==> src/rtl/conv1_accumulator_pkg.sv <==
// Shared definitions for the conv1 datapath.
// Holds the accumulator word width that the conv1 accumulator and the
// activation stage use, the activation/weight width, the saturation limits
// of the accumulator word, and the accumulator FSM state encoding.
package conv1_accumulator_pkg;

    // Width of the signed accumulator word passed to the activation stage.
    localparam int CONV1_ACC_W  = 20;
    // Width of signed activations and weights.
    localparam int CONV1_ACT_W  = 8;
    // Width of a full pixel x weight product.
    localparam int CONV1_PROD_W = 2 * CONV1_ACT_W;

    // Saturation limits of a CONV1_ACC_W-bit signed word (+524287 / -524288).
    localparam logic signed [CONV1_ACC_W-1:0] SAT_MAX = 20'h7FFFF;
    localparam logic signed [CONV1_ACC_W-1:0] SAT_MIN = 20'h80000;

    typedef enum logic [1:0] {
        IDLE  = 2'd0,
        ACCUM = 2'd1,
        DRAIN = 2'd2,
        DONE  = 2'd3
    } conv1_state_e;

endpackage

==> src/rtl/conv1_sat_trunc.sv <==
// Combinational signed saturator from IN_W bits down to OUT_W bits.
// Values above the largest OUT_W-bit signed number clamp to it, values below
// the smallest clamp to it, everything else is truncated unchanged.
// Ports:
//   in_val   input  IN_W   signed wide value
//   out_val  output OUT_W  signed saturated value
module conv1_sat_trunc #(
    parameter int IN_W  = 24,
    parameter int OUT_W = 20
) (
    input  logic signed [IN_W-1:0]  in_val,
    output logic signed [OUT_W-1:0] out_val
);

    // OUT_W-bit signed limits, sign-extended to IN_W bits for comparison.
    localparam logic signed [IN_W-1:0] HI_LIM =
        {{(IN_W-OUT_W+1){1'b0}}, {(OUT_W-1){1'b1}}};
    localparam logic signed [IN_W-1:0] LO_LIM =
        {{(IN_W-OUT_W+1){1'b1}}, {(OUT_W-1){1'b0}}};

    always_comb begin
        if (in_val > HI_LIM) begin
            out_val = HI_LIM[OUT_W-1:0];
        end else if (in_val < LO_LIM) begin
            out_val = LO_LIM[OUT_W-1:0];
        end else begin
            out_val = in_val[OUT_W-1:0];
        end
    end

endmodule

==> src/rtl/conv1_accumulator.sv <==
// conv1 window accumulator.
// Sequential MAC: loads a per-channel bias on start, multiplies TAPS signed
// pixel/weight pairs through a one-stage product register, accumulates them
// into an INT_W-bit register that never wraps, and presents one saturated
// ACC_W-bit sum per window to the activation stage.
// Ports:
//   clk, rst             clock, synchronous active-high reset
//   start, bias          begin a window / bias sampled when start is accepted
//   abort                drop the current window (or pending result)
//   in_valid, in_ready   input pair handshake
//   in_pixel, in_weight  signed 8-bit activation and weight
//   out_valid, out_ready output handshake
//   out_sum              signed saturated window sum
//   busy                 high whenever the FSM is not IDLE
//   state_dbg            current FSM state
//
// Handshakes: a transfer happens on a rising edge where valid and ready are
// both high. in_ready depends only on registered state, never on in_valid.
// out_valid/out_sum are registered and stay stable until out_ready is seen.
module conv1_accumulator
    import conv1_accumulator_pkg::*;
#(
    parameter int TAPS  = 9,
    parameter int ACC_W = CONV1_ACC_W,
    parameter int INT_W = 24
) (
    input  logic                          clk,
    input  logic                          rst,
    input  logic                          start,
    input  logic signed [ACC_W-1:0]       bias,
    input  logic                          abort,
    input  logic                          in_valid,
    output logic                          in_ready,
    input  logic signed [CONV1_ACT_W-1:0] in_pixel,
    input  logic signed [CONV1_ACT_W-1:0] in_weight,
    output logic                          out_valid,
    input  logic                          out_ready,
    output logic signed [ACC_W-1:0]       out_sum,
    output logic                          busy,
    output conv1_state_e                  state_dbg
);

    localparam int                CNT_W     = 8;
    localparam logic [CNT_W-1:0]  TAPS_INIT = CNT_W'(TAPS);

    conv1_state_e                    state_q, state_d;
    logic [CNT_W-1:0]                tap_cnt_q, tap_cnt_d;
    logic signed [CONV1_PROD_W-1:0]  prod_q, prod_d;
    logic                            prod_vld_q, prod_vld_d;
    logic signed [INT_W-1:0]         acc_q, acc_d;
    logic signed [ACC_W-1:0]         out_sum_q, out_sum_d;
    logic                            out_valid_q, out_valid_d;

    logic                            in_hs;
    logic                            load_bias;
    logic signed [INT_W-1:0]         bias_ext;
    logic signed [INT_W-1:0]         prod_ext;
    logic signed [ACC_W-1:0]         sat_sum;

    assign in_ready  = (state_q == ACCUM) && (tap_cnt_q != '0);
    assign in_hs     = in_valid & in_ready;
    assign busy      = (state_q != IDLE);
    assign out_valid = out_valid_q;
    assign out_sum   = out_sum_q;
    assign state_dbg = state_q;

    // A new window can open from IDLE, or from DONE in the same cycle the
    // result is taken (back-to-back windows). abort always wins over start.
    assign load_bias = start & ~abort &
                       ((state_q == IDLE) | ((state_q == DONE) & out_ready));

    assign bias_ext = {{(INT_W-ACC_W){bias[ACC_W-1]}}, bias};
    assign prod_ext = {{(INT_W-CONV1_PROD_W){prod_q[CONV1_PROD_W-1]}}, prod_q};

    // Product and accumulate stages. The accumulate stage runs in every
    // state so the final product lands during DRAIN. No handshake can
    // coincide with a bias load, so the two never collide.
    always_comb begin
        prod_d     = prod_q;
        prod_vld_d = in_hs & ~abort;
        acc_d      = acc_q;
        if (in_hs) begin
            prod_d = CONV1_PROD_W'(in_pixel) * CONV1_PROD_W'(in_weight);
        end
        if (load_bias) begin
            acc_d = bias_ext;
        end else if (prod_vld_q) begin
            acc_d = acc_q + prod_ext;
        end
    end

    // The result is saturated from the value the accumulator takes at the
    // end of DRAIN, so it includes the last product.
    conv1_sat_trunc #(
        .IN_W  (INT_W),
        .OUT_W (ACC_W)
    ) u_sat (
        .in_val  (acc_d),
        .out_val (sat_sum)
    );

    // Next-state and output-register logic.
    always_comb begin
        state_d     = state_q;
        tap_cnt_d   = tap_cnt_q;
        out_sum_d   = out_sum_q;
        out_valid_d = out_valid_q;
        case (state_q)
            IDLE: begin
                if (load_bias) begin
                    tap_cnt_d = TAPS_INIT;
                    state_d   = ACCUM;
                end
            end
            ACCUM: begin
                if (abort) begin
                    state_d = IDLE;
                end else if (in_hs) begin
                    tap_cnt_d = tap_cnt_q - 8'd1;
                    if (tap_cnt_q == 8'd1) begin
                        state_d = DRAIN;
                    end
                end
            end
            DRAIN: begin
                if (abort) begin
                    state_d = IDLE;
                end else begin
                    out_sum_d   = sat_sum;
                    out_valid_d = 1'b1;
                    state_d     = DONE;
                end
            end
            DONE: begin
                if (abort) begin
                    out_valid_d = 1'b0;
                    state_d     = IDLE;
                end else if (out_ready) begin
                    out_valid_d = 1'b0;
                    if (load_bias) begin
                        tap_cnt_d = TAPS_INIT;
                        state_d   = ACCUM;
                    end else begin
                        state_d = IDLE;
                    end
                end
            end
            default: begin
                state_d = IDLE;
            end
        endcase
    end

    always_ff @(posedge clk) begin
        if (rst) begin
            state_q     <= IDLE;
            tap_cnt_q   <= '0;
            prod_q      <= '0;
            prod_vld_q  <= 1'b0;
            acc_q       <= '0;
            out_sum_q   <= '0;
            out_valid_q <= 1'b0;
        end else begin
            state_q     <= state_d;
            tap_cnt_q   <= tap_cnt_d;
            prod_q      <= prod_d;
            prod_vld_q  <= prod_vld_d;
            acc_q       <= acc_d;
            out_sum_q   <= out_sum_d;
            out_valid_q <= out_valid_d;
        end
    end

endmodule
==> config.mk <==
export PLATFORM = sky130hd
export DESIGN_NAME = conv1_accumulator
export DESIGN_NICKNAME = d
export VERILOG_FILES = /design/src/rtl/conv1_accumulator_pkg.sv /design/src/rtl/conv1_sat_trunc.sv /design/src/rtl/conv1_accumulator.sv
export SDC_FILE = /design/constraint.sdc
export NUM_CORES = 1
export LEC_CHECK = 0
export BUFFER_PORTS_ARGS = -buffer_cell sky130_fd_sc_hd__buf_4
export CAP_MARGIN = 20
export CORE_ASPECT_RATIO = 0.5
export CORE_MARGIN = 4
export CORE_UTILIZATION = 30
export CTS_CLUSTER_DIAMETER = 200
export DETAILED_ROUTE_END_ITERATION = 8
export PLACE_DENSITY = 0.43
export SYNTH_ARGS = -nofsm -noshare
export SYNTH_HDL_FRONTEND = slang
export SYNTH_SLANG_ARGS = --single-unit
export TNS_END_PERCENT = 1
==> constraint.sdc <==
create_clock -name clk -period 10.3 [get_ports clk]
set_input_delay 1.545 -clock clk [delete_from_list [all_inputs] [get_ports clk]]
set_output_delay 1.545 -clock clk [all_outputs]
set_load 0.05 [all_outputs]
Yosys cells after proc, flatten, opt, wreduce, memory -nomap -nowiden
Cells that the tools add are included.
{"block": "word_totals", "rom_bits": 0, "mem_bits_rw": 0, "mem_count": 0, "input_bits": 42, "word_cells": 65, "reg_bits": 72, "latchBits": 0}
{"block": "op_classes", "n_shift": 0, "eq_ne": 13, "multipliers": 1, "addsub": 2, "n_reduce_logical": 10, "order_cmp": 2, "n_mux": 23, "bitwise_logic": 7, "div": 0}
{"cell": "24-bit two-way mux", "count": 2}
{"cell": "20-bit two-way mux", "count": 2}
{"cell": "8-bit two-way mux", "count": 5}
{"cell": "24-bit by 16-bit adder with 24-bit output", "count": 1}
{"cell": "24-bit by 20-bit greater-than comparator with 1-bit output, second input constant", "count": 1}
{"cell": "24-bit by 20-bit < comparator with 1-bit output, second input constant", "count": 1}
{"cell": "8-bit one-hot mux with 3 select lines", "count": 1}
{"cell": "8-bit by 8-bit multiplier with 16-bit output", "count": 1}
{"cell": "2-bit two-way mux", "count": 7}
{"cell": "2-bit inequality test, second input constant", "count": 6}
{"cell": "8-bit by 1-bit equality test with 1-bit output, second input constant", "count": 1}
{"cell": "2-bit one-hot mux with 4 select lines", "count": 1}
{"cell": "8-bit nonzero test", "count": 1}
{"cell": "8-bit by 1-bit subtractor with 8-bit output, second input constant", "count": 1}
{"cell": "3-bit inequality test, second input constant", "count": 2}
{"cell": "1-bit bitwise AND", "count": 5}
{"cell": "5-bit AND reduction", "count": 1}
{"cell": "2-bit equality test, second input constant", "count": 2}
{"cell": "1-bit two-way mux", "count": 4}
{"cell": "4-bit AND reduction", "count": 1}
{"cell": "2-bit nonzero test", "count": 2}
{"cell": "3-bit by 2-bit inequality test with 1-bit output, second input constant", "count": 1}
{"cell": "3-bit AND reduction", "count": 1}
{"cell": "3-bit nonzero test", "count": 1}
{"cell": "7 further kinds", "count": 7}

Longest topological paths before layout
Gate-level depths: netlist (run 1).
{"block": "depth", "word_depth": 8, "ltp_mapped": 19, "ltp_nobuf": 19}

Cells and area by module
Synthesis (run 1) repeated with hierarchy kept, for this count alone.
{"block": "hier_totals", "cells_unflattened": 899, "area_unflattened_um2": 7358.3}
{"module": "conv1_accumulator", "cells_per_inst": 826, "area_per_inst_um2": 6782.8, "n_inst": 1}
{"module": "conv1_sat_trunc", "cells_per_inst": 73, "area_per_inst_um2": 575.6, "n_inst": 1}

Worst setup path after synthesis (run 1)
No wires, ideal clock.
{"block": "synth_timing", "kind": "input -> register", "from": "in in_weight[4]", "to": "reg prod_q[15]", "path_buffers": 0, "setup_time_ns": 0.122, "slack_ns": 4.339, "required_ns": 10.178, "arrival_ns": 5.839, "stages": 18, "path_cell_list": "and2_1 fa_1 inv_1 fa_1 inv_1 fa_1 inv_1 fa_1 inv_1 ha_1 inv_1 o21ai_0 a21oi_1 o21ai_0 a211o_1 a2111oi_0 nor3_1 a311o_1"}
{"block": "synth_between", "elab_chain_len": 1}
{"element": "from (decl)", "line": "conv1_accumulator.sv:35", "rtl": "input logic signed [CONV1_ACT_W-1:0] in_weight,"}
{"element": "8-bit by 8-bit multiplier with 16-bit output", "line": "conv1_accumulator.sv:83", "rtl": "prod_d = CONV1_PROD_W'(in_pixel) * CONV1_PROD_W'(in_weight);"}
{"element": "to (signal assigned)", "line": "conv1_accumulator.sv:166", "rtl": "prod_q <= prod_d;"}
{"element": "to (decl)", "line": "conv1_accumulator.sv:48", "rtl": "logic signed [CONV1_PROD_W-1:0] prod_q, prod_d;"}
Every way passes these cells.
A chain may end at the register's enable or synchronous reset.

Worst setup path after layout (run 1)
Ends and elaborated chain as after synthesis.

==> metrics.txt, run 1 <==
minimum clock period 6050 ps; Hold Fails Final Rpt 0; Avg Vias per Cell 4.84; postcts setup bufs 0; CTS tree done; Async SR Flop Fraction 0%; grt total ovfl 0; EDFF count, synth 0; buffer depth of the longest clock path 2; Crit. Startpoint in_weight[4]; Final Setup Violations 0; Final ANT Viol Nets 0; Rel. slew slack 32.8%; status complete, no violations; initial antenna violation count 0; peak fanout along the critical path 8; clock root buffer clkbuf_16; critical path arrival 6280 ps; synth warn 0; Max Clock Skew 9.93 ps; Starting Density 30.5%; Max-cap violations 0; Hold Path Class reg -> reg; RR Startpoint prod_q[0]; Max Clk Rate 165 MHz; largest net degree at the start of global routing 38; static leakage 0.00351 uW; CP max stage delay 590 ps; flops & latches, synth 72; crit path launch type input port; io pins 67; critical path type in -> reg; flop2flop setup slack 6180 ps; routability cong. 0.811; ys flop type dfxtp_1; Post-Syn Instances 812; Inserted Diodes 0; NetSw 463 uW; critical path's top delay family adder cells; post-cts hold buffer count 0; post-detail-place hpwl 14800 um; hold_sp prod_q[2]; Setup TNS 0 ps; Synthesized Nets 965; Final period util 58.7%; first-pass GRT wire length 30900 um; sequential share of the synthesized area 20.7%; area grow syn2layout 15.5%; DR DRC count 0; DR iter-0 viols 227; PwrDens 151 mW/mm^2; Worst-Skew Late Latency 340 ps; Flop pwr share 25.3%; CTS H-Tree Depth 3; die area 0.0259 mm^2; vias in the first global route 5835; Layout Nets 1018; worst path required time 10540 ps; CP max stage cell fa_1; Avg Cell Area, Syn 8.58 um^2; clock network fraction of total power 28.3%; ratio of cells with drive above 1 in the final layout 15.3%; clock buffer count from CTS 9; Internal Power 750 uW; DRT Wirelength 18600 um; worst path buffer plus inverter count 4; Slew Viols, Final 0; die width 223 um; Die Y-Extent 116 um; Least-Margin Pin Slew 1000 ps; Hold Worst Slack 471 ps; Core Area 0.0228 mm^2; crit end category register; Vias 5691; RSZ-0062 raised after global routing no; Clock transition at path regs 70 ps; Comb power frac 46.5%; post-cts gate resize count 0; Max VDD drop 0.0809 mV; IO buf count 66; sw frac 38.2%; DR pass1 iterations 4; CP Cell Sequence buf_4 > nand2_1 > fa_1 > fa_1 > inv_1 > ha_1 > inv_1 > fa_1 > inv_1 > ha_1 > a21o_1 > a21oi_1 > o21ai_0 > a21oi_1 > o21ai_0 > a211o_1 > a2111oi_0 > nor3_1 > a311o_1; total track usage 14.7%; Netlist cell types 84; cell row count 39; mapped cell area 0.00697 mm^2; post-DR wirelength/cell 15.8 um; clock sink count 72; final core utilization 35.2%
## per-stage QoR
step	std cells	setup slack (ps)	area, um^2	power [uW]
after floorplan	812	4340	6970	749
after global placement	1160	3950	7700	884
after detailed placement	1160	3890	7700	883
after CTS	1176	4270	8020	1230
after global routing	1177	3900	8050	1330
final	1177	4250	8050	1210
## cell type report
class                   count  area (um^2)
clock buffers               9          225
clock inverters             7         95.1
inverters                  96          360
repair buffers             72          561
fillers                  2435        14800
flip-flops and latches     72         1440
multi-input cells         614         4980
well taps                 307          384
## kinds of logic after synthesis
| family | count (synthesis) | synth area share, % |
|---|---|---|
| compound gates | 227 | 22.7 |
| xor+xnor | 29 | 3.65 |
| fa+ha+maj | 111 | 26.0 |
| buf+inv | 126 | 7.89 |
| flops | 72 | 20.7 |
| mux | 10 | 1.47 |
| simple gates | 237 | 17.6 |
## placed cells by master, fill, tap and decap left out, types with 21 or more instances in the layout
cell type / count
a21oi_1: 68
and2_1: 38
ha_1: 55
dfxtp_1: 72
nor2_1: 54
o21ai_0: 49
xnor2_1: 21
fa_1: 56
inv_1: 95
nand2_1: 67
buf_4: 71
## power by group through the flow
stage	Clock (uW)	Combinational [uW]	Sequential, uW
finish	343	564	306
global route	363	658	308
CTS	352	575	306
detailed placement	0	571	313
global placement	0	571	313
floorplan	0	442	307
## worst register-to-register path, delay by kind of cell, from the launching register on
kind            cells  cell delay (ps)
compound gates      7             2080
simple gates        2             1000
fa+ha+maj           2              660
flops               1              330
## Yosys cell counts, types with 7 or more instances
master | instances | share of area [%]
o211ai_1 | 7 | 0.75
and3_1 | 10 | 0.90
or3_1 | 7 | 0.63
mux2i_1 | 8 | 1.1
and2_1 | 38 | 3.4
fa_1 | 56 | 16
nand2b_1 | 9 | 0.81
xnor2_1 | 21 | 2.6
o21bai_1 | 10 | 1.1
a21oi_2 | 12 | 1.5
clkbuf_1 | 14 | 0.75
inv_1 | 95 | 5.1
nand2_1 | 67 | 3.6
nor3_1 | 14 | 1.0
a21oi_1 | 68 | 4.9
o21ai_0 | 49 | 3.5
a211oi_1 | 9 | 0.97
xor2_1 | 8 | 1.0
nand3_1 | 9 | 0.65
nor2_1 | 54 | 2.9
dfxtp_1 | 72 | 21
ha_1 | 55 | 9.9
## final timing paths
| kind | end | depth (start not counted) |
|---|---|---|
| setup / recovery | prod_q[15] | 19 |
| hold / removal | prod_q[2] | 2 |
| setup reg to reg | out_sum[15] | 11 |
| hold reg to reg | prod_q[2] | 2 |
## routing by layer
metal  part of all wire (%)  global-route usage, %
met1                     52                   21.0
met2                     45                   24.1
met3                    1.7                   1.90
met4                    1.1                   3.08
met5                      0                      0
## state kept, by name (all words and copies together) (netlist names)
name,flops
state_dbg,2
prod_vld_q,1
acc_q,24
out_sum,20
out_valid,1
tap_cnt_q,8
prod_q,16
Power figures use the tool's default switching activity.
==> inputs of run 2 (changes only) <==
Settings changed: PLACE_DENSITY 0.43 to 0.45.
Clock period 10.3 ns to 5.5 ns, I/O delays scaled along.
==> run 2 against run 1 <==
Against the previous run:
- die area unchanged
- global-route usage fell by 0.18 points
- sequential cell count unchanged
- final area rose by 0.96%
==> metrics.txt, run 2 (synthesis gave the netlist of run 1 again) <==
CP Cell Sequence buf_4 > buf_4 > nand2_1 > fa_1 > fa_1 > inv_1 > ha_1 > inv_1 > fa_1 > inv_1 > ha_1 > a21o_1 > a21oi_1 > o21ai_0 > a21oi_1 > o21ai_0 > a211o_1 > a2111oi_2 > buf_4 > nor3_1 > a311o_1; worst path required time 5730 ps (-4810 ps); clock buffer count from CTS 9 (unchanged); DRT Wirelength 18400 um (-1.4%); Hold Fails Final Rpt 0 (unchanged); ratio of cells with drive above 1 in the final layout 16.6% (+1.4 points); die width 223 um (unchanged); slack of the critical path 429 ps (-3830 ps); critical path's top delay family adder cells; peak fanout along the critical path 4 (-4); Worst-Skew Late Latency 340 ps (about the same); CTS tree done; Final period util 92.2%; CP max stage delay 550 ps (-40 ps); Hold Worst Slack 469 ps (-2.45 ps); Die Y-Extent 116 um (unchanged); IO buf count 66 (unchanged); DR DRC count 0 (unchanged); first-pass GRT wire length 30600 um (-0.96%); Max Clk Rate 197 MHz; Slew Viols, Final 0 (unchanged); Final ANT Viol Nets 0 (unchanged); pre-CTS setup slack 2.34 ps (-3890 ps); DR pass1 iterations 5 (+1); Final Setup Violations 0 (unchanged); CTS H-Tree Depth 3 (unchanged); Inserted Diodes 0 (unchanged); minimum clock period 5070 ps; PwrDens 285 mW/mm^2 (+89%); buffer depth of the longest clock path 2 (unchanged); Core Area 0.0228 mm^2 (unchanged); vias in the first global route 5877 (+0.72%); Max VDD drop 0.130 mV (+60%); Vias 5747 (+0.98%); io pins 67 (unchanged); Hold Path Class reg -> reg; total power draw 2310 uW (+91%); post-detail-place hpwl 14800 um (-0.56%); clock root buffer clkbuf_16; Rel. slew slack 31.5% (-1.4 points); post-DR wirelength/cell 15.4 um (-2.5%); commonest non-fill, non-tap cell in the layout inv_1; static leakage 0.00356 uW (+1.5%); Max-cap violations 0 (unchanged); Starting Density 30.5% (unchanged); die area 0.0259 mm^2 (unchanged); placed cells 1174 (+1.2%); Avg Vias per Cell 4.83 (-0.12%); Least-Margin Pin Slew 1020 ps (+21.8 ps); DR iter-0 viols 229 (+0.88%); initial antenna violation count 0 (unchanged); Max Clock Skew 10.3 ps (+0.339 ps); largest net degree at the start of global routing 38 (unchanged); Clock transition at path regs 70 ps (about the same); crit end category register; critical path type in -> reg; CP max stage cell fa_1; routability cong. 0.851 (+5.0%); Layout Nets 1031 (+1.3%); total track usage 14.5% (-0.18 points); grt total ovfl 0 (unchanged); area grow syn2layout 16.6%; commonest non-fill, non-tap cells in the layout inv_1, buf_4, dfxtp_1, a21oi_1, nand2_1; Largest Register acc_q; critical path arrival 5300 ps (-980 ps); post-route insts no fill 1190 (+1.1%); max reg flops 24 (unchanged); RSZ-0062 raised after global routing no; worst path buffer plus inverter count 6 (+2); clock sink count 72 (unchanged); crit path launch type input port; status complete, no violations; cell row count 39 (unchanged)
[run 2: path summary, 6_finish.rpt]
| path | start | to | slack, ps | cells after the start |
|---|---|---|---|---|
| worst max-delay path | in_weight[4] | prod_q[15] | 430 | 21 |
| worst min-delay path | prod_q[3] | prod_q[3] | 470 | 2 |
| worst max register to register | prod_q[0] | out_sum[14] | 1440 | 11 |
| worst min register to register | prod_q[3] | prod_q[3] | 470 | 2 |
[run 2: final cells by class]
type	count	area, um^2
clock buffer	10	239
clock inverter	6	75.1
fill	2434	14700
inverter	96	360
multi-input combinational	614	4990
sequential	72	1440
tap	307	384
timing repair buffer	85	638
[run 2: worst reg2reg max path, delay by kind of cell, from the launching register on]
family / cells / cell delay [ps]
adders and majority gates: 2 / 660
AOI/OAI and AO/OA: 7 / 2040
DFF: 1 / 320
and+or+nand+nor: 2 / 990
[run 2: timing repair]
| item | in CTS | in global routing |
|---|---|---|
| setup buffers | 0 | 0 |
| gates resized for setup | 0 | 2 |
| hold buffers | 0 | 0 |
| setup endpoints to repair | 0 | 1 |
[run 2: report_power, final]
| group | internal (uW) | switching, uW |
|---|---|---|
| sequential | 546 | 25.5 |
| clock | 371 | 252 |
| combinational | 507 | 610 |
| total | 1420 | 888 |
[run 2: metal layers]
metal	up-vias	routed length (um)	GRT usage (%)
li1	2929	-	-
met1	2732	9330	20.1
met2	68	8360	24.3
met3	18	359	1.87
met4	0	319	3.69
met5	-	0	0
[run 2: metrics by stage]
stage | setup TNS, ps | utilization, % | instance area [um^2]
after floorplan | 0 | - | 6970
after global placement | -9.88 | 34.2 | 7800
after detailed placement | 0 | 34.2 | 7800
after CTS | 0 | 35.5 | 8120
after global routing | 0 | 35.6 | 8120
final | 0 | 35.6 | 8120
